==> src/rtl/keypad_pkg.sv <==
// keypad_pkg: shared types and key map for the 4x4 keypad scanner
package keypad_pkg;
  typedef enum logic [1:0] {IDLE, DEBOUNCE, HELD, RELEASE} state_t;
  typedef enum logic [1:0] {NONE, SINGLE, MULTI} snap_t;
  localparam logic [3:0] KEY_STAR = 4'hE;
  localparam logic [3:0] KEY_HASH = 4'hF;
  // indexed by {row, col}; entry 0 is the top-left key
  localparam logic [15:0][3:0] KEY_MAP = {
    4'hD, KEY_HASH, 4'h0, KEY_STAR,
    4'hC, 4'h9,     4'h8, 4'h7,
    4'hB, 4'h6,     4'h5, 4'h4,
    4'hA, 4'h3,     4'h2, 4'h1
  };
endpackage

==> src/rtl/keypad_scanner_if.sv <==
// keypad_scanner_if: keypad matrix pins and key-event outputs
interface keypad_scanner_if;
  logic [3:0]  i_rows;
  logic [3:0]  o_cols;
  logic [3:0]  o_key;
  logic        o_valid;
  logic        o_pressed;
  logic [15:0] o_data;
  modport master (input i_rows, output o_cols, o_key, o_valid, o_pressed, o_data);
  modport slave  (output i_rows, input o_cols, o_key, o_valid, o_pressed, o_data);
endinterface

==> src/rtl/keypad_scanner_sync_2ff.sv <==
// sync_2ff: two-flop synchronizer, resets to all ones
module sync_2ff #(
  parameter int WIDTH = 1
) (
  input  logic             clk,
  input  logic             rst,
  input  logic [WIDTH-1:0] d,
  output logic [WIDTH-1:0] q
);
  logic [WIDTH-1:0] meta;
  always_ff @(posedge clk)
    if (rst) {q, meta} <= '1;
    else {q, meta} <= {meta, d};
endmodule

==> src/rtl/keypad_scanner.sv <==
// keypad_scanner: 4x4 keypad column scan, debounce and key-event strobe
// KEYPAD_SHIFT_EN enables the o_data shift register of the last four keys.
module keypad_scanner
  import keypad_pkg::*;
#(
  parameter int SCAN_WIDTH     = 14,
  parameter int DEBOUNCE_SCANS = 4
) (
  input logic              clk,
  input logic              rst,
  keypad_scanner_if.master kp
);
  localparam logic [3:0] DEB = 4'(DEBOUNCE_SCANS);
  logic [SCAN_WIDTH-1:0] cnt, cnt_nx;
  logic [3:0] rows_sync, rows, idx, key_in, cand, cand_n, stab, stab_n, key_n;
  logic [1:0] col, col_nx;
  logic [15:0] snapshot, snap_full;
  logic dwell_end, done, valid_n;
  snap_t cls;
  state_t state, state_n;
  sync_2ff #(.WIDTH(4)) u_sync (.clk(clk), .rst(rst), .d(kp.i_rows), .q(rows_sync));
  assign rows      = ~rows_sync;
  assign cnt_nx    = cnt + 1'b1;
  assign col       = cnt[SCAN_WIDTH-1 -: 2];
  assign col_nx    = cnt_nx[SCAN_WIDTH-1 -: 2];
  assign dwell_end = &cnt[SCAN_WIDTH-3:0];
  assign done      = &cnt;
  // last column lands in the snapshot on the same cycle it is classified
  always_comb begin
    snap_full = snapshot;
    snap_full[{col, 2'b00} +: 4] = rows;
    idx = '0;
    for (int i = 0; i < 16; i++) if (snap_full[i]) idx = 4'(i);
  end
  assign cls    = snap_full == '0 ? NONE : (snap_full & (snap_full - 1'b1)) == '0 ? SINGLE : MULTI;
  assign key_in = KEY_MAP[{idx[1:0], idx[3:2]}];
  always_comb begin
    state_n = state;
    cand_n  = cand;
    stab_n  = stab;
    key_n   = kp.o_key;
    valid_n = 1'b0;
    if (done)
      case (state)
        IDLE:
          if (cls == SINGLE) begin
            cand_n  = key_in;
            stab_n  = 4'd1;
            state_n = DEB == 4'd1 ? HELD : DEBOUNCE;
            key_n   = DEB == 4'd1 ? key_in : kp.o_key;
            valid_n = DEB == 4'd1;
          end
        DEBOUNCE:
          if (cls == SINGLE && key_in == cand) begin
            stab_n  = stab + 4'd1;
            state_n = stab_n == DEB ? HELD : DEBOUNCE;
            key_n   = stab_n == DEB ? cand : kp.o_key;
            valid_n = stab_n == DEB;
          end else state_n = IDLE;
        HELD:
          if (cls == NONE) begin
            stab_n  = 4'd1;
            state_n = DEB == 4'd1 ? IDLE : RELEASE;
          end
        RELEASE:
          if (cls == NONE) begin
            stab_n  = stab + 4'd1;
            state_n = stab_n == DEB ? IDLE : RELEASE;
          end else state_n = HELD;
        default: state_n = IDLE;
      endcase
  end
  always_ff @(posedge clk)
    if (rst) begin
      cnt          <= '0;
      snapshot     <= '0;
      state        <= IDLE;
      cand         <= '0;
      stab         <= '0;
      kp.o_cols    <= 4'b1110;
      kp.o_key     <= '0;
      kp.o_valid   <= 1'b0;
      kp.o_pressed <= 1'b0;
    end else begin
      cnt          <= cnt_nx;
      if (dwell_end) snapshot[{col, 2'b00} +: 4] <= rows;
      state        <= state_n;
      cand         <= cand_n;
      stab         <= stab_n;
      kp.o_cols    <= ~(4'b0001 << col_nx);
      kp.o_key     <= key_n;
      kp.o_valid   <= valid_n;
      kp.o_pressed <= state_n == HELD || state_n == RELEASE;
    end
`ifdef KEYPAD_SHIFT_EN
  always_ff @(posedge clk)
    if (rst) kp.o_data <= '0;
    else if (valid_n) kp.o_data <= {kp.o_data[11:0], key_n};
`else
  assign kp.o_data = 16'h0000;
`endif
endmodule

==> src/flat_wrapper.sv <==
// flat-port wrapper written by rule: the top's interface ports become plain ports
module keypad_scanner_flat import keypad_pkg::*;
#(
  parameter int SCAN_WIDTH     = 14,
  parameter int DEBOUNCE_SCANS = 4
)
  (clk, rst, kp_i_rows, kp_o_cols, kp_o_key, kp_o_valid, kp_o_pressed, kp_o_data);
  keypad_scanner_if kp_i ();
  input logic clk;
  input logic rst;
  input wire logic [$bits(kp_i.i_rows)-1:0] kp_i_rows;
  output wire logic [$bits(kp_i.o_cols)-1:0] kp_o_cols;
  output wire logic [$bits(kp_i.o_key)-1:0] kp_o_key;
  output wire logic [$bits(kp_i.o_valid)-1:0] kp_o_valid;
  output wire logic [$bits(kp_i.o_pressed)-1:0] kp_o_pressed;
  output wire logic [$bits(kp_i.o_data)-1:0] kp_o_data;
  assign kp_i.i_rows = kp_i_rows;
  assign kp_o_cols = kp_i.o_cols;
  assign kp_o_key = kp_i.o_key;
  assign kp_o_valid = kp_i.o_valid;
  assign kp_o_pressed = kp_i.o_pressed;
  assign kp_o_data = kp_i.o_data;
  keypad_scanner #(.SCAN_WIDTH(SCAN_WIDTH), .DEBOUNCE_SCANS(DEBOUNCE_SCANS)) u_core (.clk(clk), .rst(rst), .kp(kp_i));
endmodule
==> config.mk <==
export PLATFORM = sky130hd
export DESIGN_NAME = keypad_scanner_flat
export DESIGN_NICKNAME = d
export VERILOG_FILES = /design/src/rtl/keypad_pkg.sv /design/src/rtl/keypad_scanner_if.sv /design/src/rtl/keypad_scanner_sync_2ff.sv /design/src/rtl/keypad_scanner.sv /design/src/flat_wrapper.sv
export SDC_FILE = /design/constraint.sdc
export NUM_CORES = 1
export LEC_CHECK = 0
export BUFFER_PORTS_ARGS = -buffer_cell sky130_fd_sc_hd__buf_2
export CAP_MARGIN = 20
export CORE_MARGIN = 1
export CORE_UTILIZATION = 35
export DETAILED_ROUTE_END_ITERATION = 10
export GPL_TIMING_DRIVEN = 0
export SLEW_MARGIN = 10
export SYNTH_ARGS = -nofsm -noshare
export SYNTH_HDL_FRONTEND = slang
export SYNTH_SLANG_ARGS = --single-unit
export TNS_END_PERCENT = 30
==> constraint.sdc <==
create_clock -name clk -period 9.22 [get_ports clk]
set_clock_uncertainty 0.05 [all_clocks]
set_input_delay 0 -clock clk [delete_from_list [all_inputs] [get_ports clk]]
set_output_delay 0 -clock clk [all_outputs]
set_load 0.02 [all_outputs]
==> results of run 1 <==
-- worst register-to-register path, delay by kind of cell (launching register included) --
kind | cells | cell delay [ns]
fa+ha+maj | 2 | 0.67
simple gates | 1 | 0.13
buf+inv | 6 | 0.79
flops | 1 | 0.42
compound gates | 7 | 2.53
-- where the power goes --
group / leakage (nW) / switching, mW / internal (mW) / total (mW)
Clock: 0.117 / 0.109 / 0.167 / 0.276
Sequential: 0.470 / 0.00241 / 0.253 / 0.256
Combinational: 1.09 / 0.0297 / 0.0202 / 0.0499
-- synthesized netlist by cell type, drive strengths merged, types with 10 or more instances --
master / instances / share of area (%)
dfxtp: 58 / 31
nor2: 54 / 5.5
nand2: 38 / 3.9
buf: 24 / 5.1
a211oi: 18 / 3.9
a21oi: 18 / 2.5
mux2i: 17 / 5.0
nand3: 14 / 1.9
o21ai: 14 / 2.0
clkbuf: 13 / 1.3
inv: 13 / 1.3
a31oi: 10 / 1.8
ha: 10 / 3.3
-- layer usage --
layer | vias up | GRT usage, %
met4 | 0 | 5.533
met3 | 13 | 3.401
met5 | - | 0
met1 | 1607 | 23.16
li1 | 1691 | -
met2 | 115 | 28.38
-- what timing repair did --
item	CTS	global route
endpoints found under the hold margin	4	0
gates resized for setup	0	0
endpoints found under the setup margin	0	0
hold buffers	4	0
-- stage by stage --
stage          utilization, %  instances  setup WS (ns)  power [mW]  cell area (sq um)
2_1_floorplan               -        462          5.322      0.2998               3797
3_3_place_gp            39.11        612          4.687      0.3089               4038
3_5_place_dp            39.11        612          4.529      0.3092               4038
4_1_cts                 41.72        632          4.545      0.5842               4307
5_1_grt                 41.72        632          4.174      0.6005               4307
6_report                41.72        632          4.508      0.5819               4307
-- kinds of logic after synthesis --
logic type,Yosys count,synth area share [%]
AOI/OAI and AO/OA,107,22.21
xor gates and xnor gates,12,2.809
adders and majority gates,10,3.344
buffers and inverters,51,7.826
DFF,58,31.04
muxes,19,5.585
other,1,0.1002
and+or+nand+nor,189,27.09
-- flip-flops by register name (all words and copies together), names as in the netlist --
| signal | count |
|---|---|
| u_core.snapshot | 16 |
| u_core.cnt | 14 |
| u_core.cand | 4 |
| u_core.kp.o_cols | 4 |
| u_core.kp.o_key | 4 |
| u_core.stab | 4 |
| u_core.u_sync.meta | 4 |
| u_core.u_sync.q | 4 |
| u_core.state | 2 |
| u_core.kp.o_pressed | 1 |
| u_core.kp.o_valid | 1 |
-- final timing paths --
| check | from | to | slack [ns] | cells after the start |
|---|---|---|---|---|
| max | u_core.cnt[12] | u_core.stab[0] | 4.51 | 16 |
| min | rst | u_core.kp.o_cols[3] | 0.08 | 2 |
| max reg2reg | u_core.cnt[12] | u_core.stab[0] | 4.51 | 16 |
| min reg2reg | u_core.u_sync.meta[2] | u_core.u_sync.q[2] | 0.36 | 1 |
-- cell type report --
type / instances / area share (%)
Multi-Input combinational cell: 353 / 54.42
Sequential cell: 58 / 26.96
Buffer: 37 / 5.578
Tap cell: 136 / 3.951
Clock buffer: 12 / 3.603
Timing Repair Buffer: 18 / 2.557
Clock inverter: 4 / 1.714
Inverter: 14 / 1.220
-- cell usage in the layout (no fill, tap or decap), types with 3 or more instances in the layout --
| master | count |
|---|---|
| nand2_1 | 37 |
| nor2_1 | 53 |
| conb_1 | 16 |
| inv_1 | 13 |
| a21oi_1 | 17 |
| and3_1 | 5 |
| mux2i_1 | 15 |
| buf_6 | 5 |
| a211oi_1 | 17 |
| nor3_1 | 9 |
| nand3_1 | 14 |
| or3_1 | 6 |
| nand4_1 | 3 |
| nor4b_1 | 3 |
| and4_1 | 3 |
| nand2b_1 | 9 |
| buf_4 | 16 |
| xnor2_1 | 6 |
| nor2b_1 | 9 |
| clkbuf_8 | 11 |
| dfxtp_1 | 58 |
| buf_2 | 17 |
| a31oi_1 | 9 |
| clkbuf_1 | 14 |
| a31o_2 | 4 |
| o22ai_1 | 6 |
| xor2_1 | 6 |
| a2111oi_0 | 5 |
| dlygate4sd3_1 | 4 |
| ha_1 | 10 |
| and2_1 | 7 |
| o21ai_0 | 13 |
| or2_2 | 9 |
| nor4_1 | 5 |
==> metrics.cfg, run 1 <==
[route]
finalWirelength_um = 9340
met1Wirelength_um = 4330
detail_route.wl_per_cell_um = 14.78
route.detailed.drc = 0
ant_nets = 0
dr.pass1.iters = 5
vias = 3426
drt_first_iter_violations = 233
wl_met3_um = 490
route.met2.wl_um = 4350
viasPerCell = 5.421
route.top_layer_used = met4

[cells_and_area]
seqCellArea_sq_mm = 0.001161
antennaDiodeCount = 0
multiInputGateArea_sq_mm = 0.002344
finish.net_count = 507
nFillCells = 1047
area_delta_synth_final_pct = 15.12
layout-drive-gt1-share_pct = 18.15

[power_and_ir_drop]
p_per_area_mw_per_mm2 = 135.1
vdd_ir_drop_max_v = 0.00009397
p_leak_nw = 1.676

[floorplanning]
rows = 37
die_w_um = 105.4
die_y_um = 105.4
fp.dieArea_sq_mm = 0.01111
core-area_sq_mm = 0.01032
start_util_pct = 36.24
io-pin-count = 32

[setup_path]
cp.arrival_ns = 4.89
start_kind = flip-flop
criticalPathCategory = flip-flop to flip-flop
worst-path-max-fanout = 10
endpoint_kind = flip-flop
cp_slowest_cell = o41ai_1
path_buf_inv = 6
crit_required_ns = 9.40
critPathTopFamily = compound AO/OA/AOI/OAI gates
crit_path_max_incr_delay_ns = 0.56
path_cells = buf_6 > buf_6 > inv_1 > ha_1 > buf_6 > inv_1 > o41ai_1 > a21oi_1 > inv_1 > ha_1 > nor2b_1 > a2111oi_0 > o311ai_1 > a31oi_1 > o21ai_0 > o311a_1

[timing]
hold_slack_ns = 0.07883
period_share_pct = 51.11
period_minus_slack_ns = 4.712
fin_tns_setup_ns = 0
max_freq_ghz = 0.2122
drv_slew = 0
hold_viol = 0
worst_pin_slew_ns = 0.7714
relSlewSlack_pct = 48.46
setup_viol = 0
rsz0062_at_grt = no

[global_route]
grt_pass1_wl_um = 15410
grt_pass1_vias = 3107
grtUsageTotal_pct = 17.46
antenna_found_initial = 0
grt_max_degree = 11
grt_overflow = 0

[status]
outcome = complete, no violations

[min_path]
min_path_type = input pin to flip-flop

[clock_network]
post_cts_buffers = 0
clock_latency_ns = 0.35
cts-root-buf = clkbuf_8
clk_path_buf_depth = 2
clkTransAtPathRegs_ns = 0.06
cts-buffers-inserted = 9
tritoncts = done
htree_levels = 3
cts_sinks = 58

[yosys]
syn_area_sq_mm = 0.003741
synth_edf_count = 0
ys_warn_count = 0
synth-main-ff-cell = dfxtp_1
synth-seq-area-share_pct = 31.04
syn_inst = 447
synth_cell_types = 83
async_flop_share_pct = 0
syn_area_per_cell_sq_um = 8.369
ys_ff_latch = 58

[placed_design]
hpwl_um = 7018
numPortBuffers = 14
place_congestion = 0.9337

[flow_run]
cap_violations = 0

(Power assumes the default switching activity.)
==> run 2, diff against run 1 <==
==> constraint.sdc (replaced) <==
create_clock -name clk -period 4 [get_ports clk]
set_clock_uncertainty 0.05 [all_clocks]
set_input_delay 0 -clock clk [delete_from_list [all_inputs] [get_ports clk]]
set_output_delay 0 -clock clk [all_outputs]
set_load 0.02 [all_outputs]
==> run 2 against run 1 <==
Effect of this change:
- flip-flop and latch count stayed put
- routed wire length is 7.3% higher
- register-to-register slack worse by 4.4 ns
- global-route usage is 0.75 points higher
- non-clock buffer count is 20 higher
- worst setup slack worse by 4.4 ns
- sequential share of layout area is 2.5 points lower
- critical path type unchanged
- critical endpoint is now u_core.stab[3]
- cell area is 11% higher
- hold slack worse by 0.0060 ns
- largest cell class unchanged
- critical path depth is 1 lower
- core utilization is 4.5 points higher
- sequential power is 130% higher
==> metrics.cfg, run 2 (same netlist as run 1, synthesis figures left out) <==
[cells_and_area]
final_area_sq_mm = 0.004767  ; was 0.004307 sq mm
largest_reg_flops = 16  ; unchanged
layout-drive-gt1-share_pct = 27.91  ; was 18.15%
final_cell_count_no_fill = 652  ; was 632
antennaDiodeCount = 0  ; unchanged
most-common-layout-cells = 56 x dfxtp_1, 52 x nor2_1, 37 x nand2_1  ; was 58 x dfxtp_1, 53 x nor2_1, 37 x nand2_1
reg.largest.list = u_core.snapshot: 16 flops, u_core.cnt: 14 flops  ; unchanged
final_common_cell = dfxtp_1  ; unchanged
top_register = u_core.snapshot  ; unchanged
area_delta_synth_final_pct = 27.42  ; was 15.12%
finish.net_count = 527  ; was 507
utilization_pct = 46.18  ; was 41.72%

[global_route]
grtUsageTotal_pct = 18.21  ; was 17.46%
grt_pass1_wl_um = 16010  ; was 15410 um
grt_overflow = 0  ; unchanged
grt_max_degree = 11  ; unchanged
grt_pass1_vias = 3249  ; was 3107
antenna_found_initial = 0  ; unchanged

[setup_path]
cp.arrival_ns = 4.06  ; was 4.89 ns
rr_endpoint = u_core.stab[3]  ; was u_core.stab[0]
endpoint_kind = flip-flop  ; unchanged
worst-r2r-cell-count = 15  ; was 16
start_kind = flip-flop  ; unchanged
rrSetupSlack_ns = 0.12  ; was 4.51 ns
crit_required_ns = 4.18  ; was 9.40 ns
criticalPathCategory = flip-flop to flip-flop  ; unchanged
timing.rr.start = u_core.cnt[12]  ; unchanged
worst-path-max-fanout = 6  ; was 10

[floorplanning]
start_util_pct = 36.24  ; unchanged
core-area_sq_mm = 0.01032  ; unchanged
fp.dieArea_sq_mm = 0.01111  ; unchanged
die_y_um = 105.4  ; unchanged
rows = 37  ; unchanged
die_w_um = 105.4  ; unchanged
io-pin-count = 32  ; unchanged

[placed_design]
numPortBuffers = 14  ; unchanged
place_area_sq_mm = 0.004038  ; unchanged
hpwl_um = 7018  ; unchanged
placedCellCount = 612  ; unchanged
place_congestion = 0.9337  ; unchanged

[timing]
rsz0062_at_grt = yes  ; was no
period_minus_slack_ns = 3.879  ; was 4.712 ns
drv_slew = 0  ; unchanged
relSlewSlack_pct = 44.29  ; was 48.46%
max_freq_ghz = 0.2578  ; was 0.2122 GHz
worst_pin_slew_ns = 0.8280  ; was 0.7714 ns
hold_viol = 0  ; unchanged
setup_viol = 0  ; unchanged
period_share_pct = 96.98  ; was 51.11%
fin_tns_setup_ns = 0  ; unchanged

[min_path]
hold_path_end = u_core.kp.o_cols[3]  ; unchanged
min_path_type = input pin to flip-flop  ; unchanged
hp-start = rst  ; unchanged
whs_path_depth = 2  ; unchanged

[route]
viasPerCell = 5.385  ; was 5.421
vias = 3511  ; was 3426
route.detailed.drc = 0  ; unchanged
detail_route.wl_per_cell_um = 15.37  ; was 14.78 um
dr.pass1.iters = 5  ; unchanged
finalWirelength_um = 10020  ; was 9340 um
drt_first_iter_violations = 201  ; was 233
ant_nets = 0  ; unchanged

[clock_network]
tritoncts = done  ; unchanged
cts-buffers-inserted = 9  ; unchanged
clock_latency_ns = 0.35  ; about the same
cts_sinks = 58  ; unchanged
htree_levels = 3  ; unchanged
clk_path_buf_depth = 2  ; unchanged
cts-root-buf = clkbuf_8  ; unchanged
clkTransAtPathRegs_ns = 0.06  ; about the same

[flow_run]
cap_violations = 0  ; unchanged

[power_and_ir_drop]
vdd_ir_drop_max_v = 0.0002194  ; was 0.00009397 V
p_per_area_mw_per_mm2 = 285.7  ; was 135.1 mW/mm^2
p_leak_nw = 1.820  ; was 1.676 nW

[status]
outcome = complete, no violations  ; unchanged

run 2: worst max-delay path by stage:
stage	startpoint	endpoint	slack, ns	depth (start not counted)
global placement	u_core.cnt[12]	u_core.kp.o_key[3]	-0.53	15
global route	u_core.cnt[12]	u_core.stab[3]	-0.06	18
CTS	u_core.cnt[12]	u_core.stab[3]	0.007	15
floorplan	u_core.cnt[12]	u_core.stab[3]	0.10	17
detailed placement	u_core.cnt[12]	u_core.kp.o_key[3]	-0.69	16
finish	u_core.cnt[12]	u_core.stab[3]	0.12	15
run 2: timing repair:
action / CTS / global route
setup endpoints to repair: 16 / 16
hold buffers: 4 / 0
buffers inserted: 8 / 12
pin swaps: 8 / 13
gates resized for setup: 39 / 24
hold endpoints to repair: 4 / 0
run 2: critical path, cell delays in order (launching register included):
cell and delay [ns]:
dfxtp_4 0.36, buf_8 0.13, buf_12 0.12, inv_2 0.07, ha_4 0.22, buf_4 0.14
nor3_1 0.27, mux2_2 0.25, o211ai_2 0.14, a211oi_4 0.36, nor2_2 0.12, or4_4 0.54
a41oi_4 0.32, a31oi_4 0.18, o31a_1 0.26, mux2_2 0.26
run 2: where the power goes:
| group | internal, mW | switching, mW | total [mW] |
|---|---|---|---|
| Sequential | 0.583 | 0.00590 | 0.589 |
| Clock | 0.385 | 0.252 | 0.637 |
| Combinational | 0.0567 | 0.0793 | 0.136 |
run 2: per-stage QoR:
stage	power, mW	hold slack [ns]	worst slack [ns]
4_1_cts	1.358	0.07353	0.007418
3_3_place_gp	0.7119	0.1328	-0.5335
3_5_place_dp	0.7128	0.1370	-0.6911
5_1_grt	1.406	0.1267	-0.05868
6_report	1.362	0.07288	0.1210
2_1_floorplan	0.6911	0.05381	0.1018
run 2: layout make-up:
| class | instances | area (sq um) |
|---|---|---|
| multi-input combinational | 353 | 2626 |
| fill | 988 | 5557 |
| inverter | 14 | 55.05 |
| timing repair buffer | 38 | 260.3 |
| buffer | 37 | 260.3 |
| tap | 136 | 170.2 |
| clock inverter | 4 | 73.82 |
| clock buffer | 12 | 155.1 |
| sequential | 58 | 1166 |
run 2: routing by layer:
metal	GRT usage, %	share of wire, %	up-vias
met2	30.55	48	97
met3	3.525	5.0	19
met1	23.24	45	1667
met5	0	0	-
li1	-	-	1728
met4	6.237	2.0	0
==> run 3, diff against run 2 <==
--- a/config.mk
+++ b/config.mk
@@ -5,7 +5,7 @@
 export SDC_FILE = /design/constraint.sdc
 export NUM_CORES = 1
 export LEC_CHECK = 0
-export BUFFER_PORTS_ARGS = -buffer_cell sky130_fd_sc_hd__buf_2
+export BUFFER_PORTS_ARGS = -buffer_cell sky130_fd_sc_hd__clkbuf_2
 export CAP_MARGIN = 20
 export CORE_MARGIN = 1
 export CORE_UTILIZATION = 35
==> run 3 against run 2 <==
Effect of this change:
- die area unchanged
- largest cell class unchanged
- via count down 0.14%
- flip-flop and latch count unchanged
- clock power about the same
- global-route usage up 0.40 points
- register-to-register slack better by 0.03 ns
- critical path type unchanged
==> metrics.cfg, run 3 (same netlist as run 1, synthesis figures left out) <==
[flow_run]
cap_violations = 0  ; unchanged

[floorplanning]
rows = 37  ; unchanged
die_w_um = 105.4  ; unchanged
fp.dieArea_sq_mm = 0.01111  ; unchanged
core-area_sq_mm = 0.01032  ; unchanged
die_y_um = 105.4  ; unchanged
io-pin-count = 32  ; unchanged
start_util_pct = 36.24  ; unchanged

[power_and_ir_drop]
vdd_ir_drop_max_v = 0.0002920  ; was 0.0002194 V
p_leak_nw = 1.876  ; was 1.820 nW
pwr-share-clk_pct = 46.4  ; was 46.8%
power_frac_comb_pct = 10.7  ; was 10.0%
p_per_area_mw_per_mm2 = 275.4  ; was 285.7 mW/mm^2
p_switching_uw = 345.4  ; was 337.3 uW
finalPower_mw = 1.373  ; was 1.362 mW
p_int_mw = 1.028  ; was 1.025 mW
p_sw_share_pct = 25.15  ; was 24.76%
pwr-share-seq_pct = 42.9  ; was 43.2%

[timing]
hold_viol = 0  ; unchanged
setup_viol = 0  ; unchanged
period_share_pct = 96.33  ; was 96.98%
max_freq_ghz = 0.2595  ; was 0.2578 GHz
period_minus_slack_ns = 3.853  ; was 3.879 ns
drv_slew = 0  ; unchanged
hold_slack_ns = 0.06805  ; was 0.07288 ns
relSlewSlack_pct = 46.50  ; was 44.29%
worst_pin_slew_ns = 0.7952  ; was 0.8280 ns

[setup_path]
endpoint_kind = flip-flop  ; unchanged
path_cells = buf_8 > buf_8 > inv_4 > ha_4 > buf_8 > buf_6 > nor4b_2 > mux2i_2 > nand3_2 > a211oi_4 > nor2_4 > or4_4 > a41oi_4 > nand4_4 > nor4_4 > buf_6 > mux2i_1  ; was buf_8 > buf_12 > inv_2 > ha_4 > buf_4 > nor3_1 > mux2_2 > o211ai_2 > a211oi_4 > nor2_2 > or4_4 > a41oi_4 > a31oi_4 > o31a_1 > mux2_2
crit_required_ns = 4.23  ; was 4.18 ns
rrSetupSlack_ns = 0.15  ; was 0.12 ns
rr_endpoint = u_core.kp.o_key[2]  ; was u_core.stab[3]
crit_path_max_incr_delay_ns = 0.53  ; was 0.54 ns
cp_slowest_cell = or4_4  ; unchanged
worst-r2r-cell-count = 17  ; was 15
start_kind = flip-flop  ; unchanged
worst-path-max-fanout = 6  ; unchanged
timing.rr.start = u_core.cnt[12]  ; unchanged
criticalPathCategory = flip-flop to flip-flop  ; unchanged
cp_common_cell = buf_8  ; was mux2_2
cp.arrival_ns = 4.09  ; was 4.06 ns

[status]
outcome = complete, no violations  ; unchanged

[route]
detail_route.wl_per_cell_um = 15.89  ; was 15.37 um
route.detailed.drc = 0  ; unchanged
ant_nets = 0  ; unchanged
vias = 3506  ; was 3511
finalWirelength_um = 10440  ; was 10020 um
viasPerCell = 5.336  ; was 5.385
dr.pass1.iters = 4  ; was 5
drt_first_iter_violations = 246  ; was 201

[clock_network]
clkTransAtPathRegs_ns = 0.07  ; was 0.06 ns
clock_latency_ns = 0.36  ; was 0.35 ns
tritoncts = done  ; unchanged
cts-root-buf = clkbuf_8  ; unchanged
cts-buffers-inserted = 9  ; unchanged
clk_path_buf_depth = 2  ; unchanged
htree_levels = 3  ; unchanged
cts_sinks = 58  ; unchanged

[min_path]
hp-start = rst  ; unchanged
hold_path_end = u_core.kp.o_cols[3]  ; unchanged
whs_path_depth = 2  ; unchanged
min_path_type = input pin to flip-flop  ; unchanged

[placed_design]
placedCellCount = 612  ; unchanged
numPortBuffers = 14  ; unchanged
hpwl_um = 7098  ; was 7018 um
place_congestion = 0.9240  ; was 0.9337
place_area_sq_mm = 0.004038  ; unchanged

[cells_and_area]
most-common-layout-cells = 56 x dfxtp_1, 51 x nor2_1, 40 x buf_4  ; was 56 x dfxtp_1, 52 x nor2_1, 37 x nand2_1
top_register = u_core.snapshot  ; unchanged
area_delta_synth_final_pct = 33.31  ; was 27.42%
finish.net_count = 533  ; was 527
reg.largest.list = u_core.snapshot: 16 flops, u_core.cnt: 14 flops  ; unchanged
final_area_sq_mm = 0.004987  ; was 0.004767 sq mm
largest_reg_flops = 16  ; unchanged
final_common_cell = dfxtp_1  ; unchanged
layout-drive-gt1-share_pct = 31.29  ; was 27.91%
final_cell_count_no_fill = 657  ; was 652
antennaDiodeCount = 0  ; unchanged

[global_route]
grt_max_degree = 11  ; unchanged
grt_overflow = 0  ; unchanged
grtUsageTotal_pct = 18.61  ; was 18.21%
grt_pass1_wl_um = 16100  ; was 16010 um
antenna_found_initial = 0  ; unchanged
grt_pass1_vias = 3285  ; was 3249

[run 3: area by class of cell]
| class | count | area [sq um] |
|---|---|---|
| Fill cell | 971 | 5336 |
| Multi-Input combinational cell | 353 | 2785 |
| Sequential cell | 58 | 1166 |
| Timing Repair Buffer | 44 | 325.3 |
| Buffer | 37 | 256.5 |
| Tap cell | 136 | 170.2 |
| Clock buffer | 11 | 151.4 |
| Clock inverter | 4 | 75.07 |
| Inverter | 14 | 57.56 |
[run 3: metal layers]
| metal | routed length [um] | track usage (%) |
|---|---|---|
| met5 | 0 | 0 |
| met4 | 227 | 8.753 |
| met3 | 523 | 3.154 |
| met2 | 5101 | 30.97 |
| met1 | 4586 | 23.33 |
[run 3: worst max-delay path by stage]
stage,startpoint,to,cells after the start
2_1_floorplan,u_core.cnt[12],u_core.stab[3],17
3_3_place_gp,u_core.cnt[12],u_core.kp.o_key[3],15
3_5_place_dp,u_core.cnt[12],u_core.kp.o_key[2],16
4_1_cts,u_core.cnt[12],u_core.stab[3],17
5_1_grt,u_core.cnt[12],u_core.kp.o_key[2],19
6_report,u_core.cnt[12],u_core.kp.o_key[2],17
[run 3: critical path, delay by kind of cell, from the launching register on]
| family | cells | cell delay, ns |
|---|---|---|
| compound gates | 2 | 0.63 |
| fa+ha+maj | 1 | 0.21 |
| buf+inv | 6 | 0.71 |
| flops | 1 | 0.36 |
| mux | 2 | 0.45 |
| simple gates | 6 | 1.36 |
[run 3: metrics by stage]
stage,TNS [ns],util [%],setup WS (ns)
finish,0,48.31,0.1469
CTS,0,43.86,0.02413
detailed placement,-6.757,39.11,-0.6750
global placement,-5.059,39.11,-0.5394
floorplan,0,-,0.1018
global route,-0.1286,48.31,-0.06190
[run 3: power groups by stage]
stage                     logic (mW)  clock network, mW  registers, mW
after floorplan               0.0908                  0          0.600
after global placement         0.109                  0          0.602
after detailed placement       0.110                  0          0.603
after CTS                      0.125              0.644          0.589
after global routing           0.159              0.676          0.590
final                          0.147              0.637          0.589
[run 3: repair_timing]
item / 4_1_cts / 5_1_grt
hold endpoints to repair: 4 / 0
cloned: 0 / 0
endpoints found under the setup margin: 16 / 11
buffers inserted: 9 / 17
hold buffers: 4 / 0
pin swaps: 7 / 20
gates resized for setup: 29 / 65
